==> config.mk <==
export PLATFORM = sky130hd
export DESIGN_NAME = fetch_queue
export DESIGN_NICKNAME = d
export VERILOG_FILES = /design/src/rtl/fetch_queue.sv
export SDC_FILE = /design/constraint.sdc
export NUM_CORES = 1
export LEC_CHECK = 0
export ABC_AREA = 1
export BUFFER_PORTS_ARGS = -buffer_cell sky130_fd_sc_hd__buf_2
export CORE_ASPECT_RATIO = 0.8
export CORE_MARGIN = 10
export CORE_UTILIZATION = 59
export CTS_BUF_LIST = sky130_fd_sc_hd__clkbuf_4 sky130_fd_sc_hd__clkbuf_8
export DETAILED_ROUTE_END_ITERATION = 6
export PLACE_DENSITY = 0.82
export SYNTH_ARGS = -nofsm -noshare
export SYNTH_HDL_FRONTEND = slang
export SYNTH_SLANG_ARGS = --single-unit
export TNS_END_PERCENT = 5
==> constraint.sdc <==
create_clock -name clk -period 12.46 [get_ports clk]
set_clock_uncertainty 0.05 [all_clocks]
set_input_delay 0.623 -clock clk [delete_from_list [all_inputs] [get_ports clk]]
set_output_delay 0.623 -clock clk [all_outputs]
set_load 0.005 [all_outputs]
==> src/rtl/fetch_queue.sv <==
// Instruction fetch queue: issues sequential PC reads to instruction memory and buffers the responses for decode.
// Optional same-cycle response bypass to decode when the queue is empty: define FETCH_QUEUE_BYPASS_EN.
module fetch_queue #(
   parameter int DEPTH = 4
) (
   input  logic        clk,
   input  logic        rst,
   input  logic [31:0] count,
   output logic [31:0] count_next,
   output logic        imem_req,
   output logic [31:0] imem_addr,
   input  logic [31:0] imem_rdata,
   input  logic        redirect,
   input  logic [31:0] redirect_pc,
   output logic        instr_valid,
   output logic [31:0] instr,
   output logic [31:0] instr_pc,
   input  logic        instr_ready
);

   localparam int PW = $clog2(DEPTH);
   localparam int OW = $clog2(DEPTH + 1);
   localparam logic [OW-1:0] FULL = OW'(DEPTH);

   logic [OW-1:0] occ_reg, occ_next;
   logic [PW-1:0] rd_ptr_reg, rd_ptr_next;
   logic [PW-1:0] wr_ptr_reg, wr_ptr_next;
   logic          inflight_reg, inflight_next;
   logic [31:0]   inflight_pc_reg, inflight_pc_next;
   logic [31:0]   data_mem [DEPTH];
   logic [31:0]   pc_mem [DEPTH];

   logic          queue_valid;
   logic          bypass_hit;
   logic          push;
   logic          pop;
   logic [OW:0]   pending;

   // Occupancy plus the outstanding read must leave room for the response that will come back.
   assign pending    = {1'b0, occ_reg} + {{OW{1'b0}}, inflight_reg};
   assign imem_req   = !rst && !redirect && (pending < {1'b0, FULL});
   assign imem_addr  = count;
   assign count_next = redirect ? (redirect_pc & 32'hFFFF_FFFC) :
                       imem_req ? (count + 32'd4) : count;

`ifdef FETCH_QUEUE_BYPASS_EN
   assign bypass_hit = !rst && !redirect && inflight_reg && (occ_reg == '0);
`else
   assign bypass_hit = 1'b0;
`endif

   assign queue_valid = !rst && !redirect && (occ_reg != '0);
   assign instr_valid = queue_valid || bypass_hit;
   assign instr       = rst ? 32'd0 : (bypass_hit ? imem_rdata      : data_mem[rd_ptr_reg]);
   assign instr_pc    = rst ? 32'd0 : (bypass_hit ? inflight_pc_reg : pc_mem[rd_ptr_reg]);

   // A bypassed response consumed by decode this cycle never enters the queue.
   assign push = !rst && !redirect && inflight_reg && !(bypass_hit && instr_ready);
   assign pop  = queue_valid && instr_ready;

   always_comb begin
      occ_next         = occ_reg;
      rd_ptr_next      = rd_ptr_reg;
      wr_ptr_next      = wr_ptr_reg;
      inflight_next    = imem_req;
      inflight_pc_next = imem_req ? count : inflight_pc_reg;
      if (redirect) begin
         occ_next    = '0;
         rd_ptr_next = '0;
         wr_ptr_next = '0;
      end else begin
         if (push) wr_ptr_next = wr_ptr_reg + PW'(1);
         if (pop)  rd_ptr_next = rd_ptr_reg + PW'(1);
         if (push && !pop)      occ_next = occ_reg + OW'(1);
         else if (pop && !push) occ_next = occ_reg - OW'(1);
      end
   end

   always_ff @(posedge clk or posedge rst) begin
      if (rst) begin
         occ_reg         <= '0;
         rd_ptr_reg      <= '0;
         wr_ptr_reg      <= '0;
         inflight_reg    <= 1'b0;
         inflight_pc_reg <= '0;
      end else begin
         occ_reg         <= occ_next;
         rd_ptr_reg      <= rd_ptr_next;
         wr_ptr_reg      <= wr_ptr_next;
         inflight_reg    <= inflight_next;
         inflight_pc_reg <= inflight_pc_next;
      end
   end

   always_ff @(posedge clk or posedge rst) begin
      if (rst) begin
         for (int i = 0; i < DEPTH; i++) begin
            data_mem[i] <= '0;
            pc_mem[i]   <= '0;
         end
      end else if (push) begin
         data_mem[wr_ptr_reg] <= imem_rdata;
         pc_mem[wr_ptr_reg]   <= inflight_pc_reg;
      end
   end

   // The request throttle guarantees a returning response always has a free slot.
   assert property (@(posedge clk) disable iff (rst) !(push && occ_reg == FULL));

endmodule

Word-level counts from Yosys, hierarchy flattened
Index checks and enable logic that the tools add are counted.

cells by class
  add/subtract/negate cells = 6
  multiply operators = 0
  div/mod/pow operators = 0
  order comparisons = 4
  equal/unequal tests = 0
  shift-type cells = 0
  muxes and demuxes = 21
  bitwise logic cells = 2
  reduce and logical (&&, ||, !) cells = 16

operators by type and width
  operator                                            number
  two-way mux 32 bit                                  9
  bitwise mux 128 bit                                 2
  binary-select mux 32 bit (select 2 bit)             2
  demux 32 bit (select 2 bit)                         1
  adder 32 x 3 -> 32 bit, second input constant       1
  two-way mux 3 bit                                   3
  logical AND 1 bit                                   8
  two-way mux 2 bit                                   4
  >= comparator 3 bit, second input constant          2
  inverter 2 -> 3 bit                                 2
  nonzero test 3 bit                                  2
  adder 2 x 1 -> 2 bit, second input constant         2
  adder 3 x 1 -> 4 bit                                1
  zero test 1 bit                                     4
  < comparator 4 x 3 -> 1 bit, second input constant  1
  nonzero test 2 bit                                  2
  adder 3 x 1 -> 3 bit, second input constant         1
  < comparator 3 x 1 -> 1 bit, second input constant  1
  subtractor 3 x 1 -> 3 bit, second input constant    1

storage, ports and cells
  flip-flop bits (word level) = 296
  latch bits = 0
  memory bits (writable) = 0
  memory bits (read-only) = 0
  input port bits = 100
  output and inout bits = 130
  logic and storage cells = 62
  memories kept = 0

Logic depth before layout (Yosys ltp)
Gate-level depths: netlist of run 1.

  word-level depth = 8
  gate-level depth with buffers = 11
  mapped depth without buffers = 11

Worst setup path before layout of run 1
OpenSTA, ideal clock, no wires.

  path type = input to output
  from = in count[2]
  to = out count_next[26]
  data arrival time = 1.652 ns
  required time = 11.787 ns
  path slack = 10.135 ns
  cell stages on the path = 10
  buffers on the path = 0
  cells stage by stage = ha_1 inv_1 nor2_2 nand2_1 nor2_4 nand2_2 nor2_2 nand3_1 nand3_1 nand2_1

on the way
  longest elaborated chain between the ends = 3

ends and longest elaborated chain
  what                    line  source
  start, declared         8     input logic [31:0] count,
  adder 32 x 3 -> 32 bit  44    imem_req ? (count + 32'd4) : count;
  two-way mux 32 bit      44
  two-way mux 32 bit      43    assign count_next = redirect ? (redirect_pc & 32'hFFFF_FFFC) :
  end, declared           9     output logic [31:0] count_next,

No other way between the ends.

Worst setup path in the final report of run 1
  from = reg rd_ptr_reg[0]
  to = out instr_pc[10]

on the way
  longest elaborated chain between the ends = 5

ends and longest elaborated chain
  what                                                    line  source
  start, declared                                         26    logic [PW-1:0] rd_ptr_reg, rd_ptr_next;
  start signal, assigned                                  88    rd_ptr_reg <= rd_ptr_next;
  inverter 2 -> 3 bit (not written as such)               55    assign instr_pc = rst ? 32'd0 : (bypass_hit ? inflight_pc_reg : pc_mem[rd_ptr_reg]);
  binary-select mux 32 bit (select 2 bit)                 55
  two-way mux 32 bit (not written as such) (2 in series)  55
  two-way mux 32 bit                                      55
  end, declared                                           17    output logic [31:0] instr_pc,

No other way between the ends. The select of a mux whose other input is x is not followed.

==> results of run 1 <==
==> metrics by stage <==
step | setup slack (ns) | utilization (%)
2_1_floorplan | 3.231 | -
3_3_place_gp | 8.592 | 63.13
3_5_place_dp | 8.570 | 63.13
4_1_cts | 8.062 | 67.20
5_1_grt | 7.683 | 67.20
6_report | 7.991 | 67.20
==> power groups by stage <==
stage	clock [W]	sequential, W	combinational [W]
2_1_floorplan	0	0.00123	0.000421
3_3_place_gp	0	0.00126	0.000572
3_5_place_dp	0	0.00127	0.000593
4_1_cts	0.000868	0.00125	0.000599
5_1_grt	0.000911	0.00128	0.000699
6_report	0.000852	0.00126	0.000591
==> tightest hold or removal path, stage by stage <==
cell     delay [ns]
buf_2          0.13
nand2_1        0.06
o21ai_0        0.07
==> worst min path at each step <==
stage	startpoint	to	slack, ns	cells past startpoint
floorplan	data_mem[0]	data_mem[0]	0.40	2
global placement	data_mem[3]	data_mem[3]	0.41	2
detailed placement	data_mem[4]	data_mem[4]	0.42	2
CTS	count[5]	inflight_pc_reg[5]	0.29	3
global route	imem_rdata[13]	data_mem[13]	0.30	3
finish	count[3]	inflight_pc_reg[3]	0.32	3
==> per-layer routing <==
metal  vias to the layer above  wire length [um]  track usage, %
li1                       6217                 -               -
met1                      6072             16010           31.48
met2                       472             18310           38.93
met3                        61              2609           4.185
met4                         0               729           6.809
met5                         -                 0               0
==> cell families after synthesis <==
logic type / synth area share (%)
and+or+nand+nor: 21.02
AOI/OAI and AO/OA: 17.87
DFF: 51.50
buffers and inverters: 8.552
xor gates and xnor gates: 0.4872
adders and majority gates: 0.5742
==> final cells by class <==
| type | instances | share of cell area (%) |
|---|---|---|
| Inverter | 118 | 2.779 |
| Timing Repair Buffer | 239 | 7.544 |
| Tap cell | 318 | 2.448 |
| Sequential cell | 296 | 45.60 |
| Clock inverter | 3 | 0.1078 |
| Clock buffer | 78 | 5.951 |
| Multi-Input combinational cell | 1286 | 35.57 |
==> cells in the final DEF (no fill, tap or decap), drive strengths merged <==
cell and count:
a21oi 68, a22o 1, a31oi 3, buf 239, clkbuf 78, clkinv 3
clkinvlp 1, dfrtp 296, fa 1, ha 5, inv 117, nand2 398
nand3 47, nand3b 1, nand4 9, nor2 301, nor3 6, o211ai 1
o21a 1, o21ai 434, o31ai 2, xnor2 2, xor2 6
==> results by stage, run 1 <==
Synthesis:
- The most repeated cell in the gate-level netlist after synthesis is nand2_1.
- The mapped netlist covers 14380 um^2.
- The main flop type after synthesis is dfrtp_1.
- The commonest cells after synthesis are 394 x nand2_1, 355 x o21ai_0, 296 x dfrtp_1.
- The count of synthesis-stage warnings from yosys is 0.
- The post-synth net total is 1958.
- The proportion of register bits with asynchronous set or reset after synthesis is 100.0%.
- Yosys mapped a number of flops with a built-in enable equal to 0.
- In the synthesized netlist, the number of instances is 1852.
- The biggest area contributor in the post-synthesis netlist is dfrtp_1.
- Yosys attributes the largest share of cell area to dfrtp_1 52%, o21ai_0 12%, nand2_1 10%.
- The top-area cell type share of the netlist area is 51.50%.
- The number of distinct library cell variants in the gate-level netlist after synthesis is 29.
- Counting flops and latches in the post-synthesis netlist gives 296.
- Sequential cells were found to cover 51.50% of the synthesized design area.
- The synthesized area divided by synthesized cell count is 7.766 um^2.

Layout:
- After filler insertion, the fill cell instance count of the layout stands at just over 2000.
- The post-synthesis to final-layout area growth is 13.01%.
- At the end of the flow, the number of nets in the layout was 2093.
- The repair_antennas step left the layout with diodes totalling 0.
- The cell area after layout is 16250 um^2.
- The footprint of the multi-input gates is 5781 um^2.
- The total area of sequential cells is 7412 um^2.
- In the final layout, the share of cells above drive strength 1 is about 17%.
- The finished layout holds between 2000 and 2500 standard cells, fillers aside.

Setup path:
- Counting buffers and inverters, the worst setup path is 5 cells deep.
- The master of the slowest instance on the critical path is dfrtp_4.
- The setup slack of the most critical reg-to-reg path is 9.18 ns.
- The capture point of the worst path is instr_pc[10].
- The number of cells on the worst reg-to-reg path is 5.
- The worst setup path is captured at an output pin.
- The cell family contributing the most delay on the critical path is buffers and inverters.
- The most critical setup path has its startpoint at rd_ptr_reg[0].
- For this run, the slowest stage of the critical path takes slightly below 1 ns.
- In this run the critical register-to-register path is captured at rd_ptr_reg[1].
- Data on the critical path arrives at its endpoint at 3.80 ns.
- Along the worst path, the maximum fanout reaches 75.
- The number of buffers and inverters on the critical path is 3.
- STA puts the critical path data required time at 11.79 ns.
- Traced cell by cell, the critical path runs through clkinv_2 -> buf_4 -> o21ai_0 -> a21oi_1 -> buf_2.
- The startpoint of the lowest-slack register-to-register path is rd_ptr_reg[0].
- The critical path is of the flip-flop to output pin type.
- STA classifies the critical path startpoint as a flip-flop.

STA:
- Setup repair after global routing left no endpoint under its margin.
- The number of failing hold endpoints at the final stage is 0.
- The worst-margin pin slew is roughly 1.2 ns.
- The worst hold slack after final layout is 0.3233 ns.
- Static timing analysis puts the maximum clock frequency at 223.8 MHz.
- The setup TNS is 0 ns.
- The time the worst path needs with I/O delays and setup is roughly 4.5 ns.
- The post-route clock period utilization is 35.87%.
- The setup violation total in the final timing report is 0.
- The number of max-slew violations in the final report is 0.
- Headroom to the max-slew limit came out at 23.26%.

Global routing:
- The number of global-route vias before repair is 12400.
- Global routing finished with a remaining overflow of 0.
- The first-pass GRT wire length is 62590 um.
- The pin count of the biggest net entering global routing is between 100 and 150.
- For this run, the total global-route usage over all layers was measured as a little under a quarter.
- The number of antenna violations at the first check in global routing is 0.

Pwr:
- The cell internal power dissipation is 0.001863 W.
- The design draws 0.002699 W.
- The maximum vdd drop is 0.0001041 V.
- In this run the power spent charging and discharging nets is 0.0008364 W.
- In this run, flip-flops and latches consume 46.5% of the power.
- The fraction of power spent switching nets is 30.99%.
- The combinational fraction of design power is a little over a fifth.
- The analysis attributes to cell leakage a power of 7.966 nW.
- In this run the power density over the cells is 166.1 nW/um^2.
- In this run, the clock network consumes between 30% and 40% of the power.

Detailed routing:
- The DRC marker count from the first detailed-route iteration is 1342.
- The post-detailed-route count of antenna-violating nets is 0.
- The number of remaining DRC errors is 0.
- The total wire length is 37660 um.
- The total number of vias is between 10000 and 15000.
- Before antenna repair, the detailed router went through 5 iterations.
- The via density per instance is 5.484.
- The post-detailed-route wirelength per cell is 16.11 um.

Clock tree:
- Clock-pin slew was measured on the worst setup and hold paths at 0.06 ns.
- The clock passes through at most 3 buffers.
- The insertion delay to the later sink of the worst-skew pair is 0.54 ns.
- The clock tree from TritonCTS is built.
- The quantity of hold-fixing buffers added after cts is 0.
- The number of gates given a new drive strength after cts is 0.
- The H-tree was split into 2 levels.
- In this run the clock root is driven by a clkbuf_8.
- TritonCTS created 46 clock buffers.
- The clock net sink count is between 200 and 300.
- The total setup buffers inserted after CTS is 0.

Placement:
- Summing all placed instances gives a cell area of between 15000 and 20000 um^2.
- The HPWL after detailed placement is 23110 um.
- The total placed cells including tap cells is 2257.
- The number of port buffers is 227.
- The final RePlAce weighted congestion is 0.8788.

Die:
- The core region is 24180 um^2.
- The I/O pin count is 230.
- From left edge to right edge, the die measures just under 200 um.
- The die area is ~31000 um^2.
- For this configuration, the core starts out at a cell density of 59.47%.
- The number of rows in the core area is 51.
- The y dimension of the die is 159.7 um.

Flow run:
- Max-cap violations in this run came to 0.

Run status:
- The run finished with clean final reports.

Min path:
- The worst hold-check path type is input pin to flip-flop.
(Power assumes the default switching activity.)
==> inputs of run 2 (changes only) <==
CORE_UTILIZATION = 53   (was 59)
PLACE_DENSITY = 0.77   (was 0.82)
clock period = 4.1 ns   (was 12.46 ns; I/O delays follow)
==> run 2 against run 1 <==
Against the previous run:
- sequential share of layout area fell by 2.2 points
- via count is 0.75% higher
- clock-buffer cell count fell by 3
- global-route usage is 1.4 points lower
- clock power increased to 3.1 times the previous value
- flip-flop and latch count unchanged
- worst setup slack got worse by 6.9 ns
- sequential power grew to 3.0 times the previous value
- cell count rose by 4.9%
- first-iteration DRC count down 17%
- highest routed layer unchanged
- power grew to 3.1 times the previous value
- die area up 10%
==> results by stage, run 2 (synthesis results as in run 1) <==
Global routing:
- The number of global-route vias before repair was 12440 (+0.27%).
- The first-pass GRT wire length is 63670 um (+1.7%).
- The number of antenna violations at the first check in global routing was 1 (+1).
- The total congestion overflow is 0 (unchanged).
- The pin count of the biggest net entering global routing is 104 (-27%).
- The total track usage is 22.31% (-1.4 points).

Clock tree:
- The clock net sink count is 296 (unchanged).
- The insertion delay to the later sink of the worst-skew pair is 0.54 ns (about the same).
- The clock transition time at the flip-flop clock pins of the worst setup and hold paths is 0.07 ns (about the same).
- The CTS root buffer is clkbuf_8.
- The level count of the clock H-tree is 2 (unchanged).
- The number of buffers on the longest clock path is 3 (unchanged).
- The number of buffers inserted during clock tree synthesis is 46 (unchanged).
- TritonCTS built the clock tree.

Setup path:
- The worst flop-to-flop path endpoint is data_mem[122].
- The maximum net fanout on the critical path is 36 (-52%).
- The path depth of the worst reg2reg path came to 5 (unchanged).
- The critical path class is flip-flop to output pin.
- The highest cell delay on the worst timing path came to 0.50 ns (-0.48 ns).
- The startpoint identified for the worst register-to-register timing path is wr_ptr_reg[0].
- The endpoint type of the worst setup path is an output pin.
- In this run the worst setup path terminates at count_next[22].
- The setup slack of the most critical reg-to-reg path is 1.74 ns (-7.44 ns).
- The required time at the endpoint of the critical path was 3.85 ns (-7.94 ns).
- The most numerous cell type found on the critical path is nand2_1.
- The largest individual stage delay along the critical path comes from the cell nand3_2.
- The worst setup path is launched from a flip-flop.
- Walking the worst path, the cells encountered are inv_1 -> nand3_2 -> nor2_4 -> nand2_2 -> nor2_2 -> nand2_1 -> nand3_1 -> nand2_1 -> buf_2.
- The origin of the worst setup path is occ_reg[2].
- The data arrival at the endpoint of the critical path is 2.73 ns (-1.07 ns).

Die:
- The y dimension of the die is 167.3 um (+4.8%).
- The die area is 34170 um^2 (+10%).
- The number of rows in the core area is 53 (+3.9%).
- The core box area is 26530 um^2 (+9.7%).
- The I/O pin count is 230 (unchanged).
- The effective utilization at floorplan is 54.22% (-5.2 points).
- The x dimension of the die is 204.2 um (+4.9%).

Detailed routing:
- The number of remaining DRC errors was 0 (unchanged).
- The via density per instance is 5.268 (-3.9%).
- The post-detailed-route wirelength per cell came to 15.97 um (-0.87%).
- The total number of vias is 12920 (+0.75%).
- The count of TritonRoute iterations in the first routing pass is 7 (+2).
- The DRC marker count from the first detailed-route iteration came to 1120 (-17%).
- The post-detailed-route count of antenna-violating nets is 0 (unchanged).
- The total wire length is 39150 um (+4.0%).

STA:
- The final critical path takes up 72.78% of the cycle.
- The setup slack of the critical path after layout was 1.116 ns (-6.875 ns).
- The tightest slew margin relative to the limit is 30.97% (+7.7 points).
- The number of failing hold endpoints at the final stage is 0 (unchanged).
- The achievable frequency is 335.1 MHz.
- The number of max-slew violations in the final report was 0 (unchanged).
- Setup repair after global routing left no endpoint under its margin.
- The worst path needs 2.984 ns of the cycle, external delays included.
- The worst hold slack after final layout is 0.02557 ns (-0.2977 ns).
- The setup violation total in the final timing report is 0 (unchanged).
- The worst-margin pin slew is 1.034 ns (-0.1168 ns).

Layout:
- The top cell types in the final layout, fill and taps aside, are 390 x nand2_1, 355 x o21ai_0, 294 x dfrtp_1, 289 x nor2_1, 227 x buf_2.
- The final net count is 2163 (+3.3%).
- The fraction of layout cells with a size suffix above 1 is 17.24% (-0.14 points).
- The post-layout utilization of the core was 64.31% (-2.9 points).
- The most common cell after layout, fill and taps aside is nand2_1.
- The post-synthesis to final-layout area growth is 18.61%.
- The number of fillers in the final layout was 2357 (+14%).

Pwr:
- The power after layout came to 0.008299 W (+210%).
- The static leakage came to 8.292 nW (+4.1%).
- The power per standard cell area is 486.5 nW/um^2 (+190%).
- The maximum vdd drop is 0.0003273 V (+210%).

Run status:
- The run finished with clean final reports.

Min path:
- The worst hold path belongs to the class input pin to flip-flop.
- The worst hold path begins at instr_ready.

Placement:
- The worst-case setup slack after placement was 1.685 ns (-6.885 ns).
- The final RePlAce weighted congestion was 0.8828 (+0.46%).
- The number of port buffers was 227 (unchanged).
- The HPWL after detailed placement came to 23480 um (+1.6%).

Flow run:
- The max-capacitance violation count came to 0 (unchanged).
-- run 2: changes by cell type in the layout (fill, tap and decap cells not counted), sizes merged --
cell,previous run,this run
buf,239,245
clkbuf,78,75
clkinvlp,1,2
inv,117,116
dlygate4sd3,0,64
diode,0,1
clkinv,3,10
-- run 2: what timing repair did --
| action | CTS | global route |
|---|---|---|
| resized for setup | 0 | 0 |
| setup buffers | 0 | 0 |
| endpoints found under the setup margin | 0 | 0 |
| hold endpoints to repair | 160 | 0 |
| hold buffers | 64 | 0 |
-- run 2: worst min-delay path by stage --
stage / endpoint / cells past startpoint
floorplan: inflight_pc_reg[14] / 2
global placement: pc_mem[76] / 2
detailed placement: data_mem[25] / 2
CTS: rd_ptr_reg[0] / 3
global route: rd_ptr_reg[0] / 3
finish: rd_ptr_reg[0] / 3
-- run 2: final cells by class --
type,count,area [um^2],area share [%]
tap,357,446.7,2.618
sequential,296,7412,43.45
multi-input combinational,1286,5781,33.89
clock inverter,10,56.30,0.3301
inverter,118,447.9,2.626
antenna,1,2.502,0.01467
timing repair buffer,309,1962,11.50
clock buffer,75,950.9,5.574
-- run 2: through the flow --
| stage | instances | setup TNS [ns] | instance area [um^2] |
|---|---|---|---|
| 2_1_floorplan | 1852 | -120.81 | 14430 |
| 3_3_place_gp | 2302 | 0 | 15410 |
| 3_5_place_dp | 2302 | 0 | 15410 |
| 4_1_cts | 2451 | 0 | 17060 |
| 5_1_grt | 2452 | 0 | 17060 |
| 6_report | 2452 | 0 | 17060 |
-- run 2: routing by layer --
| layer | up-vias | wire [um] | global-route usage [%] | share of wire (%) |
|---|---|---|---|---|
| met5 | - | 0 | 0 | 0 |
| li1 | 6365 | - | - | - |
| met4 | 0 | 603 | 4.789 | 1.5 |
| met3 | 53 | 2636 | 4.108 | 6.7 |
| met2 | 400 | 18800 | 37.27 | 48 |
| met1 | 6100 | 17110 | 29.60 | 44 |
-- run 2: worst max-delay path, delay by kind of cell (launching register included) --
kind	cells	cell delay, ns
and+or+nand+nor	7	1.49
DFF	1	0.39
buffers and inverters	2	0.29
-- run 2: where the power goes --
| group | leakage [nW] | internal (W) | switching, W |
|---|---|---|---|
| Clock | 0.541 | 0.00147 | 0.00115 |
| Combinational | 3.77 | 0.000756 | 0.00111 |
| Sequential | 3.98 | 0.00348 | 0.000328 |
| Total | 8.29 | 0.00571 | 0.00259 |
==> inputs of run 3 (changes only) <==
clock period = 2.59 ns   (was 4.1 ns; I/O delays follow)
==> run 3 against run 2 <==
Against the previous run:
- clock power increased by 52%
- cell area is 1.1% higher
- register-to-register slack got worse by 1.2 ns
- global-route usage rose by 0.28 points
- critical endpoint is now instr_pc[19]
- non-clock buffer count rose by 13
- first-iteration DRC count increased by 16%
- worst setup slack worse by 0.97 ns
- worst hold slack improved by 0.33 ns
- highest routed layer unchanged
- sequential power up 58%
- combinational power grew 62%
- power up 57%
- sequential share of layout area shrank 0.48 points
==> results by stage, run 3 (synthesis results as in run 1) <==
Run status:
- The run finished with clean final reports.

Detailed routing:
- The post-detailed-route count of antenna-violating nets is 0 (unchanged).
- The DRC marker count from the first detailed-route iteration came to 1300 (+16%).
- The post-detailed-route wirelength per cell is 16.03 um (+0.39%).
- The via density per instance is 5.345 (+1.5%).
- The total number of vias was 13130 (+1.6%).
- The total wire length was 39370 um (+0.55%).
- The count of TritonRoute iterations in the first routing pass came to 6 (-1).
- The number of remaining DRC errors is 0 (unchanged).

Global routing:
- The number of antenna violations at the first check in global routing was 1 (unchanged).
- The total congestion overflow was 0 (unchanged).
- The total track usage was 22.59% (+0.28 points).
- The first-pass GRT wire length came to 64890 um (+1.9%).
- The pin count of the biggest net entering global routing is 103 (-0.96%).
- The number of global-route vias before repair is 12620 (+1.5%).

Pwr:
- The net load switching power is 0.004054 W (+56%).
- The cell internal power dissipation is 0.008978 W (+57%).
- The relative contribution of sequential cells to total power is 46.2% (+0.3 points).
- The power after layout is 0.01303 W (+57%).
- The power per standard cell area was 755.5 nW/um^2 (+55%).
- The fraction of power consumed by the clock network is 30.7% (-1.0 points).
- The maximum vdd drop came to 0.0005293 V (+62%).
- The fraction of power spent switching nets came to 31.11% (-0.11 points).
- The static leakage is 8.364 nW (+0.87%).
- The combinational fraction of design power came to 23.1% (+0.6 points).

STA:
- Setup repair after global routing left no endpoint under its margin.
- The post-route clock period utilization is 94.24%.
- The worst hold slack after final layout is 0.3560 ns (+0.3304 ns).
- The tightest slew margin relative to the limit was 32.11% (+1.1 points).
- The setup violation total in the final timing report came to 0 (unchanged).
- The worst-margin pin slew is 1.017 ns (-0.01711 ns).
- The routed design could run at a clock period as short as 2.441 ns.
- The number of max-slew violations in the final report is 0 (unchanged).
- Derived from the worst setup path, the maximum achievable clock frequency is approximately 410 MHz.
- The number of failing hold endpoints at the final stage is 0 (unchanged).

Flow run:
- The max-capacitance violation count is 0 (unchanged).

Clock tree:
- The clock net sink count was 296 (unchanged).
- The level count of the clock H-tree is 2 (unchanged).
- TritonCTS built the clock tree.
- The number of buffers on the longest clock path is 3 (unchanged).
- In this run the clock root is driven by a clkbuf_8.
- The clock transition time at the flip-flop clock pins of the worst setup and hold paths came to 0.06 ns (about the same).
- The number of buffers inserted during clock tree synthesis is 46 (unchanged).
- The insertion delay to the later sink of the worst-skew pair is 0.55 ns (about the same).

Layout:
- The number of fillers in the final layout was 2300 (-2.4%).
- The cell area after layout is 17250 um^2 (+1.1%).
- The footprint of the multi-input gates was 5808 um^2 (+0.48%).
- The post-layout utilization of the core was 65.03% (+0.72 points).
- The total area of sequential cells is 7412 um^2 (unchanged).
- The final net count is 2176 (+0.60%).
- The area growth from synthesis to layout is 19.94%.
- Leaving out fill and tap cells, the most frequent cells in the layout are 390 x nand2_1, 355 x o21ai_0, 294 x dfrtp_1, 289 x nor2_1, 227 x buf_2.
- The fraction of layout cells with a size suffix above 1 was 17.36% (+0.12 points).
- The non-filler instance count after layout is 2456 (+0.16%).
- The library cell used most frequently in the layout, excluding fill and tap cells, is nand2_1.

Placement:
- The number of port buffers is 227 (unchanged).
- The final RePlAce weighted congestion is 0.8776 (-0.59%).
- The HPWL after detailed placement is 24320 um (+3.6%).
- The instance area at placement came to 15590 um^2 (+1.2%).
- The total placed cells including tap cells was 2309 (+0.30%).

Setup path:
- STA classifies the critical path startpoint as a flip-flop.
- The critical path class is flip-flop to output pin.
- The endpoint type of the worst setup path is an output pin.
- The maximum net fanout on the critical path is 89 (+150%).
- The path depth of the worst reg2reg path was 10 (+5).
- The data arrival at the endpoint of the critical path was 2.26 ns (-0.47 ns).
- The required time at the endpoint of the critical path came to 2.41 ns (-1.44 ns).
- The origin of the worst setup path is rd_ptr_reg[0].
- The setup slack of the most critical reg-to-reg path came to 0.57 ns (-1.17 ns).
- The startpoint of the lowest-slack register-to-register path is occ_reg[0].
- The worst flop-to-flop path endpoint is occ_reg[2].

Die:
- The core box area is 26530 um^2 (unchanged).
- The I/O pin count is 230 (unchanged).
- The x dimension of the die was 204.2 um (unchanged).
- The number of rows in the core area is 53 (unchanged).
- The y dimension of the die is 167.3 um (unchanged).
- The die area was 34170 um^2 (unchanged).
- The effective utilization at floorplan is 54.22% (unchanged).

Min path:
- The number of cells on the worst hold path is 4 (+1).
- The source of the worst hold timing path is imem_rdata[18].
- The capture endpoint of the worst hold path is data_mem[18].
- The worst hold-check path type is input pin to flip-flop.
run 3: changes by cell type in the layout (fill, tap and decap cells not counted), sizes merged:
cell	previous run	this run
buf	245	255
clkinv	10	3
clkbuf	75	71
dlygate4sd3	64	67
bufinv	0	1
diode	1	2
run 3: cell type report:
type	count	area share [%]
sequential	296	42.97
timing repair buffer	322	12.75
clock buffer	71	5.121
antenna	2	0.02901
multi-input combinational	1286	33.67
tap	357	2.589
inverter	118	2.597
clock inverter	4	0.2756
run 3: timing repair:
item / 4_1_cts / 5_1_grt
endpoints found under the setup margin: 8 / 27
buffers inserted: 0 / 3
hold endpoints to repair: 165 / 0
hold buffers: 67 / 0
pin swaps: 0 / 2
gates resized for setup: 3 / 5
run 3: routing by layer:
layer	track usage [%]	share of wire, %	vias to the layer above
met2	36.13	47	445
met5	0	0	-
li1	-	-	6382
met3	3.742	6.4	66
met1	30.96	44	6235
met4	6.493	2.0	0
run 3: worst max-delay path, cell delays in order (launching register included):
cell and delay [ns]:
dfrtp_4 0.60, clkinv_2 0.11, buf_12 0.30, o21ai_0 0.19, a21oi_1 0.27, buf_2 0.18
run 3: worst max path at each step:
stage                     depth (start not counted)  slack, ns             end
after global routing                              6     0.0005    instr_pc[12]
after detailed placement                          9       0.49  count_next[29]
after CTS                                         6       0.04    instr_pc[21]
after floorplan                                   3      -1.84     data_mem[0]
final                                             5       0.15    instr_pc[19]
after global placement                            9       0.52  count_next[29]
run 3: power groups by stage:
stage	Sequential, W	Combinational [W]	Clock (W)
floorplan	0.00592	0.00203	0
global placement	0.00604	0.00283	0
detailed placement	0.00609	0.00292	0
CTS	0.00601	0.00302	0.00409
global route	0.00611	0.00353	0.00432
finish	0.00601	0.00301	0.00401
run 3: per-stage QoR:
step                      worst slack (ns)  setup TNS (ns)
after floorplan                     -1.843         -545.42
after global placement              0.5221               0
after detailed placement            0.4905               0
after CTS                          0.03739               0
after global routing             0.0004818               0
final                               0.1491               0
